==> src/rtl/exynos4412_sequencer.sv <==
// Power/boot sequencer for an Exynos4412 CPU module: walks the PMIC power-on,
// bootmode strapping and reset release, watches cpu_resetout and handles shutdown.
module exynos4412_sequencer #(
  parameter int          TICK_DIV      = 8192,
  parameter int          PWRON_TICKS   = 16,
  parameter int          SETUP_TICKS   = 4,
  parameter int          HOLD_TICKS    = 2,
  parameter int          TIMEOUT_TICKS = 64,
  parameter int          OFF_TICKS     = 8,
  parameter logic [5:0]  BOOTMODE      = 6'b000101
) (
  input  logic       sysclk,
  input  logic       reset_INV,
  input  logic       enable,
  input  logic       cpu_resetout,
  output logic       cpu_pmic_pwron,
  output logic       cpu_pmic_reset_INV,
  output logic       cpu_bank_en,
  output logic [5:0] cpu_bootmode,
  output logic       bootmode_oe,
  output logic       fault,
  output logic [2:0] state
);

  typedef enum logic [2:0] {
    ST_OFF      = 3'd0,
    ST_PWRON    = 3'd1,
    ST_SETUP    = 3'd2,
    ST_HOLD     = 3'd3,
    ST_WAITRO   = 3'd4,
    ST_RUN      = 3'd5,
    ST_SHUTDOWN = 3'd6,
    ST_FAULT    = 3'd7
  } state_t;

  localparam int            PW          = (TICK_DIV > 1) ? $clog2(TICK_DIV) : 1;
  localparam logic [PW-1:0] PRESC_LAST  = PW'(TICK_DIV - 1);
  localparam int            CW          = 16;
  localparam logic [CW-1:0] PWRON_LAST  = CW'(PWRON_TICKS - 1);
  localparam logic [CW-1:0] SETUP_LAST  = CW'(SETUP_TICKS - 1);
  localparam logic [CW-1:0] HOLD_LAST   = CW'(HOLD_TICKS - 1);
  localparam logic [CW-1:0] TMO_LAST    = CW'(TIMEOUT_TICKS - 1);
  localparam logic [CW-1:0] OFF_LAST    = CW'(OFF_TICKS - 1);

  logic          en_meta;
  logic          en_s;
  logic          ro_meta;
  logic          ro_s;
  state_t        state_q;
  state_t        state_d;
  logic [PW-1:0] presc;
  logic [CW-1:0] tcnt;
  logic          tick;
  logic          pwron_d;
  logic          rstn_d;
  logic          bank_d;
  logic          oe_d;

  // Both control inputs come from other power domains and are fully asynchronous.
  always_ff @(posedge sysclk or negedge reset_INV) begin
    if (!reset_INV) begin
      en_meta <= 1'b0;
      en_s    <= 1'b0;
      ro_meta <= 1'b0;
      ro_s    <= 1'b0;
    end else begin
      en_meta <= enable;
      en_s    <= en_meta;
      ro_meta <= cpu_resetout;
      ro_s    <= ro_meta;
    end
  end

  assign tick = (presc == PRESC_LAST);

  always_comb begin
    state_d = state_q;
    case (state_q)
      ST_OFF: begin
        if (en_s) state_d = ST_PWRON;
      end
      ST_PWRON: begin
        if (!en_s)                          state_d = ST_SHUTDOWN;
        else if (tick && tcnt == PWRON_LAST) state_d = ST_SETUP;
      end
      ST_SETUP: begin
        if (!en_s)                          state_d = ST_SHUTDOWN;
        else if (tick && tcnt == SETUP_LAST) state_d = ST_HOLD;
      end
      ST_HOLD: begin
        if (!en_s)                         state_d = ST_SHUTDOWN;
        else if (tick && tcnt == HOLD_LAST) state_d = ST_WAITRO;
      end
      // A resetout arriving on the timeout tick still counts as a good boot.
      ST_WAITRO: begin
        if (!en_s)                        state_d = ST_SHUTDOWN;
        else if (ro_s)                    state_d = ST_RUN;
        else if (tick && tcnt == TMO_LAST) state_d = ST_FAULT;
      end
      ST_RUN: begin
        if (!en_s) state_d = ST_SHUTDOWN;
      end
      ST_SHUTDOWN: begin
        if (tick && tcnt == OFF_LAST) state_d = ST_OFF;
      end
      ST_FAULT: begin
        if (!en_s) state_d = ST_OFF;
      end
      default: state_d = ST_OFF;
    endcase
  end

  always_ff @(posedge sysclk or negedge reset_INV) begin
    if (!reset_INV) state_q <= ST_OFF;
    else            state_q <= state_d;
  end

  // Restarting the timebase on every state entry makes each dwell exact.
  always_ff @(posedge sysclk or negedge reset_INV) begin
    if (!reset_INV) begin
      presc <= '0;
      tcnt  <= '0;
    end else if (state_d != state_q) begin
      presc <= '0;
      tcnt  <= '0;
    end else if (tick) begin
      presc <= '0;
      tcnt  <= tcnt + CW'(1);
    end else begin
      presc <= presc + PW'(1);
    end
  end

  always_comb begin
    pwron_d = 1'b0;
    rstn_d  = 1'b0;
    bank_d  = 1'b0;
    oe_d    = 1'b0;
    case (state_d)
      ST_PWRON:    pwron_d = 1'b1;
      ST_SETUP: begin
        pwron_d = 1'b1;
        bank_d  = 1'b1;
        oe_d    = 1'b1;
      end
      ST_HOLD: begin
        pwron_d = 1'b1;
        rstn_d  = 1'b1;
        bank_d  = 1'b1;
        oe_d    = 1'b1;
      end
      ST_WAITRO, ST_RUN: begin
        pwron_d = 1'b1;
        rstn_d  = 1'b1;
        bank_d  = 1'b1;
      end
      ST_SHUTDOWN: pwron_d = 1'b1;
      default: ;
    endcase
  end

  // Outputs are decoded from the next state so they move on the same edge as state.
  always_ff @(posedge sysclk or negedge reset_INV) begin
    if (!reset_INV) begin
      cpu_pmic_pwron     <= 1'b0;
      cpu_pmic_reset_INV <= 1'b0;
      cpu_bank_en        <= 1'b0;
      bootmode_oe        <= 1'b0;
      cpu_bootmode       <= 6'b0;
      fault              <= 1'b0;
    end else begin
      cpu_pmic_pwron     <= pwron_d;
      cpu_pmic_reset_INV <= rstn_d;
      cpu_bank_en        <= bank_d;
      bootmode_oe        <= oe_d;
      cpu_bootmode       <= oe_d ? BOOTMODE : 6'b0;
      fault              <= (state_d == ST_FAULT);
    end
  end

  assign state = state_q;

endmodule

==> config.mk <==
export PLATFORM = sky130hd
export DESIGN_NAME = exynos4412_sequencer
export DESIGN_NICKNAME = d
export VERILOG_FILES = /design/src/rtl/exynos4412_sequencer.sv
export SDC_FILE = /design/constraint.sdc
export NUM_CORES = 1
export LEC_CHECK = 0
export ABC_CLOCK_PERIOD_IN_PS = 4200
export CAP_MARGIN = 40
export CORE_MARGIN = 2
export CORE_UTILIZATION = 55
export CTS_CLUSTER_DIAMETER = 100
export DETAILED_ROUTE_END_ITERATION = 7
export PLACE_DENSITY = 0.75
export SLEW_MARGIN = 20
export SYNTH_ARGS = -nofsm -noshare
export SYNTH_HDL_FRONTEND = slang
export SYNTH_SLANG_ARGS = --single-unit
==> constraint.sdc <==
create_clock -name sysclk -period 4.2 [get_ports sysclk]
set_clock_uncertainty 0.1 [all_clocks]
set_input_delay 0.63 -clock sysclk [delete_from_list [all_inputs] [get_ports sysclk]]
set_output_delay 0.63 -clock sysclk [all_outputs]
set_load 0.01 [all_outputs]
After elaboration in Yosys (flattened, before gate mapping) --
Cells that the tools add are included.
Word-level totals: flip-flop bits (word level) 44, bits in latches 0, RAM bits 0, memory bits (read-only) 0, input bits 4, output and inout bits 14, word-level logic and storage cells 70, memories 0
Operators by class: add/subtract/negate cells 2, multiply operators 0, div/mod/pow operators 0, $lt $le $gt $ge 0, equal/unequal tests 21, shifts and indexed selects 0, muxes and demuxes 23, bitwise operators 0, reductions and logical operators 11
Operators by type and width (number):
- 2-to-1 mux 3 bit | 14
- 2-to-1 mux 16 bit | 2
- 2-to-1 mux 13 bit | 2
- == test 3 bit, second input constant | 8
- case mux 3 bit (8 select lines) | 1
- adder 16 x 1 -> 16 bit, second input constant | 1
- == test 16 x 1 -> 1 bit, second input constant | 1
- == test 16 x 2 -> 1 bit, second input constant | 1
- == test 16 x 3 -> 1 bit, second input constant | 1
- == test 16 x 4 -> 1 bit, second input constant | 1
- == test 16 x 6 -> 1 bit, second input constant | 1
- adder 13 x 1 -> 13 bit, second input constant | 1
- == test 13 bit, second input constant | 1
- == test 3 x 2 -> 1 bit, second input constant | 4
- == test 3 x 1 -> 1 bit, second input constant | 2
- OR reduction 6 bit | 1
- logical AND 1 bit | 5
- 2-to-1 mux 1 bit | 4
- OR reduction 4 bit | 1
- logical NOT 3 bit | 1
- != test 3 bit | 1
- OR reduction 3 bit | 1
- nonzero test 2 bit | 1
- OR reduction 2 bit | 1

Longest topological paths before layout --
Gate-level depths: netlist (run 1).
word-level depth 10, mapped depth 10, gate-level depth less buffers 10

Least setup slack after synthesis (run 1) --
OpenSTA, ideal clock, no wires.
path type register to register, start register presc[0], end register cpu_pmic_pwron, library setup time 136 ps, arrival 2171 ps, required time 3964 ps, path slack 1793 ps, stages on the path, launching flop included 10, path buffers 0, clock period less this slack 2407 ps, path through dfrtp_1 > ha_1 > nand4_2 > nor4_2 > a21oi_1 > nor3_2 > and2_1 > inv_2 > ha_1 > o311ai_1
Between the ends: word-level cells in the longest chain between the ends 9, elaborated cells between the ends (all ways) 25, classes of those cells eq/ne (7); mux (12); reduce/logical (6)
RTL lines:
- start: declaration | RTL line 51 | logic [PW-1:0] presc;
- start signal: assignment | RTL line 130 | presc <= presc + PW'(1);
- == test 13 bit * | RTL line 74 | assign tick = (presc == PRESC_LAST);
- logical AND 1 bit | RTL line 98 | else if (tick && tcnt == TMO_LAST) state_d = ST_FAULT;
- 2-to-1 mux 3 bit | RTL line 98
- 2-to-1 mux 3 bit | RTL line 97 | else if (ro_s) state_d = ST_RUN;
- 2-to-1 mux 3 bit | RTL line 96 | if (!en_s) state_d = ST_SHUTDOWN;
- case mux 3 bit (8 select lines) * | RTL line 78 | case (state_q)
- net state_d[1] | RTL line 50 | state_t state_d;
- == test 3 x 2 -> 1 bit (tied with other cells) | RTL line 139 | case (state_d)
- OR reduction 6 bit (no line) *
- 2-to-1 mux 1 bit * | RTL line 139
- net pwron_d | RTL line 54 | logic pwron_d;
- end signal: assignment | RTL line 172 | cpu_pmic_pwron <= pwron_d;
- end: declaration | RTL line 16 | output logic cpu_pmic_pwron,
Mark *: on every way through the listed nets, which the timed path passes. The rest lies on a longest branch. A chain may end at the register's enable or synchronous reset.

Worst setup path in the final report (run 1) --
start register presc[0], end register tcnt[1]
Between the ends: word-level cells in the longest chain between the ends 8, elaborated cells between the ends (all ways) 20, classes of those cells eq/ne (2); mux (12); reduce/logical (6)
RTL lines:
- == test 13 bit * | RTL line 74
- logical AND 1 bit | RTL line 98
- 2-to-1 mux 3 bit | RTL line 98
- 2-to-1 mux 3 bit | RTL line 97
- 2-to-1 mux 3 bit | RTL line 96
- case mux 3 bit (8 select lines) | RTL line 78
- != test 3 bit | RTL line 123 | end else if (state_d != state_q) begin
- 2-to-1 mux 16 bit / nonzero test 2 bit (equally long branches)
- end signal: assignment | RTL line 128 | tcnt <= tcnt + CW'(1);
- end: declaration | RTL line 52 | logic [CW-1:0] tcnt;
Mark *: on every way between the ends. The rest lies on a longest branch, timed or not.

==> impl_metrics.json, run 1 <==
{
  "finalInstanceArea_sq_um": 2640,
  "synth_top_cell_by_area": "dfrtp_1",
  "io_pins": 18,
  "placementRows": 23,
  "ys_top_cells_by_count": "41 x dfrtp_1, 17 x xnor2_1, 16 x nor3_1, 14 x nand4_1, 12 x nor2_1",
  "initial_utilization": 0.583,
  "drt-vias-per-instance": 6.07,
  "leakagePower_nw": 1.08,
  "powerDensity_nw_per_um2": 540,
  "synth_area_sq_um": 2370,
  "cp_data_required_time_ns": 4.29,
  "fp.coreArea_sq_um": 4060,
  "place.gp.congestion": 0.865,
  "grt_max_degree": 30,
  "critPathKind": "reg -> reg",
  "tightestPinTransition_ns": 0.747,
  "slowest_stage": "nor4_2",
  "yosysUniqueCellTypes": 50,
  "clk_pin_slew_worst_paths_ns": 0.08,
  "syn2layout_area_growth_pct": 11.4,
  "die_w_um": 69.6,
  "regArea_sq_um": 1030,
  "die_area_sq_um": 4840,
  "drt_drc_violations_left": 0,
  "nNetsFinal": 248,
  "drv_slew": 0,
  "firstDrtPassIters": 4,
  "clockBufferDepth": 2,
  "cts_resized": 0,
  "synth_edf_count": 0,
  "clock-root-buffer": "clkbuf_8",
  "crit_path_end_kind": "register",
  "route.layer.met1.wl_um": 2170,
  "synth.top_cell.area_share": 0.434,
  "setup_violations": 0,
  "insertion_delay_ns": 0.30,
  "dp_cells": 283,
  "maxCapViolCount": 0,
  "wl_met3_um": 182,
  "max_slew_margin": 0.502,
  "cts_max_level": 2,
  "antenna_found_initial": 0,
  "synth-main-ff-cell": "dfrtp_1",
  "finalCriticalPeriod_ns": 2.91,
  "r2r_cells": 8,
  "nFillCells": 327,
  "fin_cells": 291,
  "synth.most_common_cell": "dfrtp_1",
  "finalSetupTns_ns": 0,
  "overflow": 0,
  "routed_wl_um": 4610,
  "grt_pass1_wl_um": 8170,
  "hold_class": "in -> async",
  "outcome": "completed",
  "finalPower_mw": 1.42,
  "hpwl_um": 3230,
  "cp_top_family": "simple AND/OR/NAND/NOR gates",
  "drtAntennaViolNets": 0,
  "placed_cell_area_sq_um": 2500,
  "post_cts_buffers": 0,
  "netlist_instances": 229,
  "synth_area_leaders": "dfrtp_1 43%, xnor2_1 6.3%, nor3_2 4.7%",
  "synth.avg_cell_area_sq_um": 10.3,
  "io_buffers": 13,
  "rsz0062_at_grt": "no",
  "synthArstFlopShare": 1.00,
  "diodes": 0,
  "drive_above_1_share": 0.141,
  "crit_chain": "ha_1 -> nand4_2 -> nor4_2 -> a21oi_1 -> nor3_2 -> mux2i_4 -> buf_16 -> a2111oi_2",
  "vdd_drop_max_mv": 0.288,
  "synth_seq_area_share": 0.434,
  "cts.sinks": 41,
  "multiInputGateArea_sq_um": 1200,
  "cp_slowest_stage_delay_ns": 0.48,
  "wire_per_inst_um": 15.8,
  "synth_seq_cells": 41,
  "crit_cells": 8,
  "grt_pass1_vias": 1701,
  "wl_met2_um": 2170,
  "dr.max_layer_used": "met4",
  "via_count": 1766,
  "utilization": 0.649,
  "worst_ep_arrival_time_ns": 3.00,
  "fin_crit_sh": 0.694,
  "fp.dieH_um": 69.6,
  "cts_buffers": 5,
  "final-hold-violation-count": 0,
  "cp_max_fo": 21,
  "path_buf_inv": 1,
  "ys_warn_count": 0,
  "ctsHoldBuffers": 0,
  "dr.first_iter.drc_count": 122,
  "fmax_mhz": 343,
  "cts_tree": "yes",
  "crit_path_start_kind": "register",
  "grt_use_total": 0.214
}
[cell type report]
class,instances,area share
Timing Repair Buffer,15,0.0655
Tap cell,50,0.0237
Clock inverter,3,0.0247
Clock buffer,5,0.0261
Sequential cell,41,0.389
Inverter,11,0.0157
Multi-Input combinational cell,166,0.455
[power breakdown]
part	total (mW)	switching (mW)	internal [mW]
sequential	0.503	0.0549	0.448
combinational	0.546	0.310	0.235
clock	0.374	0.138	0.236
[stage by stage]
| step | worst slack [ns] | hold slack [ns] |
|---|---|---|
| final | 1.29 | 0.132 |
| after global routing | 1.06 | 0.151 |
| after CTS | 1.29 | 0.144 |
| after detailed placement | 1.32 | 0.235 |
| after global placement | 1.12 | 0.234 |
| after floorplan | 1.79 | 0.231 |
[cells by family after synthesis]
kind of cell    synth area share
simple gates               0.304
compound gates            0.0682
xor+xnor                  0.0925
mux                       0.0143
fa+ha+maj                 0.0212
buf+inv                   0.0645
other cells              0.00158
flops                      0.434
[layout by cell type, fill, tap and decap left out, types with 2 or more instances in the layout]
cell	count
ha_1	4
nor3_2	11
clkdlybuf4s50_1	12
nand2b_1	2
and2_1	4
conb_1	4
o21bai_1	2
clkbuf_8	5
nor3_1	16
inv_1	10
a21oi_1	5
nor4_1	10
bufinv_16	2
nor2_1	12
nand4_1	14
and3_1	4
nor4_2	3
xor2_1	8
and4_1	2
or4_1	3
o21ai_0	3
nand3_1	9
xnor2_1	17
nor3b_1	4
dfrtp_1	41
nand2_1	8
[sequential cells by signal, indices dropped and copies added, names as in the netlist]
register / count
tcnt: 16
presc: 13
state: 3
cpu_bank_en: 1
cpu_bootmode: 1
cpu_pmic_pwron: 1
cpu_pmic_reset_INV: 1
en_meta: 1
en_s: 1
fault: 1
ro_meta: 1
ro_s: 1
[metal layers]
layer | global-route usage | vias to the layer above
li1 | - | 854
met1 | 0.291 | 868
met2 | 0.335 | 36
met3 | 0.0494 | 8
met4 | 0.0784 | 0
met5 | 0 | -
[final timing paths]
path | start | to | slack, ns
setup / recovery | presc[0] | tcnt[1] | 1.29
hold / removal | reset_INV | presc[6] | 0.13
setup reg to reg | presc[0] | tcnt[1] | 1.29
hold reg to reg | en_meta | en_s | 0.25
max in group asynchronous | reset_INV | tcnt[8] | 3.41
min in group sysclk | en_meta | en_s | 0.25
No activity file was read; power rests on OpenSTA's default activity.
==> run 2: changes to the inputs <==
--- a/config.mk
+++ b/config.mk
@@ -5,7 +5,7 @@
 export SDC_FILE = /design/constraint.sdc
 export NUM_CORES = 1
 export LEC_CHECK = 0
-export ABC_CLOCK_PERIOD_IN_PS = 4200
+export ABC_CLOCK_PERIOD_IN_PS = 2800
 export CAP_MARGIN = 40
 export CORE_MARGIN = 2
 export CORE_UTILIZATION = 55
==> constraint.sdc (replaced) <==
create_clock -name sysclk -period 2.8 [get_ports sysclk]
set_clock_uncertainty 0.1 [all_clocks]
set_input_delay 0.42 -clock sysclk [delete_from_list [all_inputs] [get_ports sysclk]]
set_output_delay 0.42 -clock sysclk [all_outputs]
set_load 0.01 [all_outputs]
==> impl_metrics.json, run 2 (synthesized netlist as in run 1, its figures left out) <==
{
  "outcome": "completed",
  "grt_max_degree": 30,
  "fp.dieH_um": 69.6,
  "drt_drc_violations_left": 0,
  "io_pins": 18,
  "drive_above_1_share": 0.167,
  "diodes": 0,
  "max_slew_margin": 0.607,
  "crit_path_start_kind": "register",
  "antenna_found_initial": 0,
  "met1_usage": 0.304,
  "top_usage_layer": "met2",
  "hold_class": "reg -> reg",
  "firstDrtPassIters": 4,
  "cp_data_required_time_ns": 2.88,
  "leakagePower_nw": 1.10,
  "nNetsFinal": 253,
  "placementRows": 23,
  "finalCriticalPeriod_ns": 2.62,
  "largest-register": "tcnt",
  "die_area_sq_um": 4840,
  "powerDensity_nw_per_um2": 759,
  "nFillCells": 327,
  "drv_slew": 0,
  "rsz0062_at_grt": "no",
  "dp_cells": 287,
  "whs_ns": 0.253,
  "hpwl_um": 3310,
  "fp.coreArea_sq_um": 4060,
  "use_met2": 0.341,
  "via_count": 1742,
  "critPathKind": "reg -> reg",
  "maxCapViolCount": 0,
  "dr.first_iter.drc_count": 152,
  "grt_use_total": 0.217,
  "r2r_cells": 8,
  "cts_tree": "yes",
  "io_buffers": 13,
  "wire_per_inst_um": 16.0,
  "cp_max_fo": 23,
  "cts.sinks": 41,
  "drtAntennaViolNets": 0,
  "place.gp.congestion": 0.853,
  "die_w_um": 69.6,
  "clockBufferDepth": 2,
  "largest_reg_flops": 16,
  "routed_wl_um": 4750,
  "fmax_mhz": 382,
  "syn2layout_area_growth_pct": 12.9,
  "min_path_cells": 0,
  "post_cts_buffers": 0,
  "overflow": 0,
  "insertion_delay_ns": 0.29,
  "setup_violations": 0,
  "cts_max_level": 2,
  "regArea_sq_um": 1030,
  "clk_pin_slew_worst_paths_ns": 0.08,
  "finalSetupTns_ns": 0,
  "grt_pass1_vias": 1788,
  "grt_pass1_wl_um": 8440,
  "final-hold-violation-count": 0,
  "final_cell_mix": "41 x dfrtp_1, 17 x xnor2_1, 16 x nor3_1",
  "multiInputGateArea_sq_um": 1220,
  "tightestPinTransition_ns": 0.584,
  "crit_path_end_kind": "register",
  "fin_crit_sh": 0.935,
  "fin_cells": 296,
  "clock-root-buffer": "clkbuf_8",
  "worst_ep_arrival_time_ns": 2.70,
  "drt-vias-per-instance": 5.89,
  "layout_commonest_cell": "dfrtp_1",
  "initial_utilization": 0.583,
  "cts_buffers": 5,
  "met3_usage": 0.0392,
  "vdd_drop_max_mv": 0.283
}
[run 2: metal layers]
layer  part of all wire  up-vias
li1                   -      857
met1               0.47      830
met2               0.47       46
met3              0.043        9
met4              0.017        0
met5                  0        -
[run 2: per-stage QoR]
| stage | util | worst slack [ns] | total power, mW | area (sq um) |
|---|---|---|---|---|
| floorplan | - | 0.393 | 1.36 | 2380 |
| global placement | 0.620 | 0.291 | 1.60 | 2520 |
| detailed placement | 0.625 | 0.139 | 1.61 | 2540 |
| CTS | 0.652 | 0.0937 | 2.04 | 2650 |
| global route | 0.658 | 0.00308 | 2.16 | 2670 |
| finish | 0.658 | 0.183 | 2.03 | 2670 |
[run 2: what timing repair did]
action	CTS	global route
hold buffers	1	0
endpoints found under the setup margin	0	7
resized for setup	0	5
endpoints found under the hold margin	15	0
[run 2: area by class of cell]
cell class | instances | area share
inverters | 11 | 0.0155
clock buffers | 7 | 0.0361
flip-flops and latches | 41 | 0.384
clock inverters | 1 | 0.00187
multi-input cells | 166 | 0.457
well taps | 50 | 0.0234
repair buffers | 20 | 0.0815
[run 2: worst max-delay path: stages, from the launching register on]
cell       delay [ns]
dfrtp_1          0.39
ha_1             0.25
nand4_2          0.18
nor4_2           0.42
a21oi_1          0.18
nor3_4           0.31
mux2i_4          0.13
buf_12           0.18
a2111oi_2        0.34
[run 2: worst paths after layout]
path                            from  endpoint  slack (ns)
max                         presc[0]   tcnt[1]        0.18
min                          en_meta      en_s        0.25
max reg2reg                 presc[0]   tcnt[1]        0.18
min reg2reg                  en_meta      en_s        0.25
max in group asynchronous  reset_INV   tcnt[7]        1.67
min in group asynchronous  reset_INV  presc[6]        0.46
[run 2: power by group]
group / switching [mW] / total (mW) / internal, mW
combinational: 0.469 / 0.849 / 0.380
sequential: 0.0821 / 0.755 / 0.673
clock: 0.200 / 0.422 / 0.223
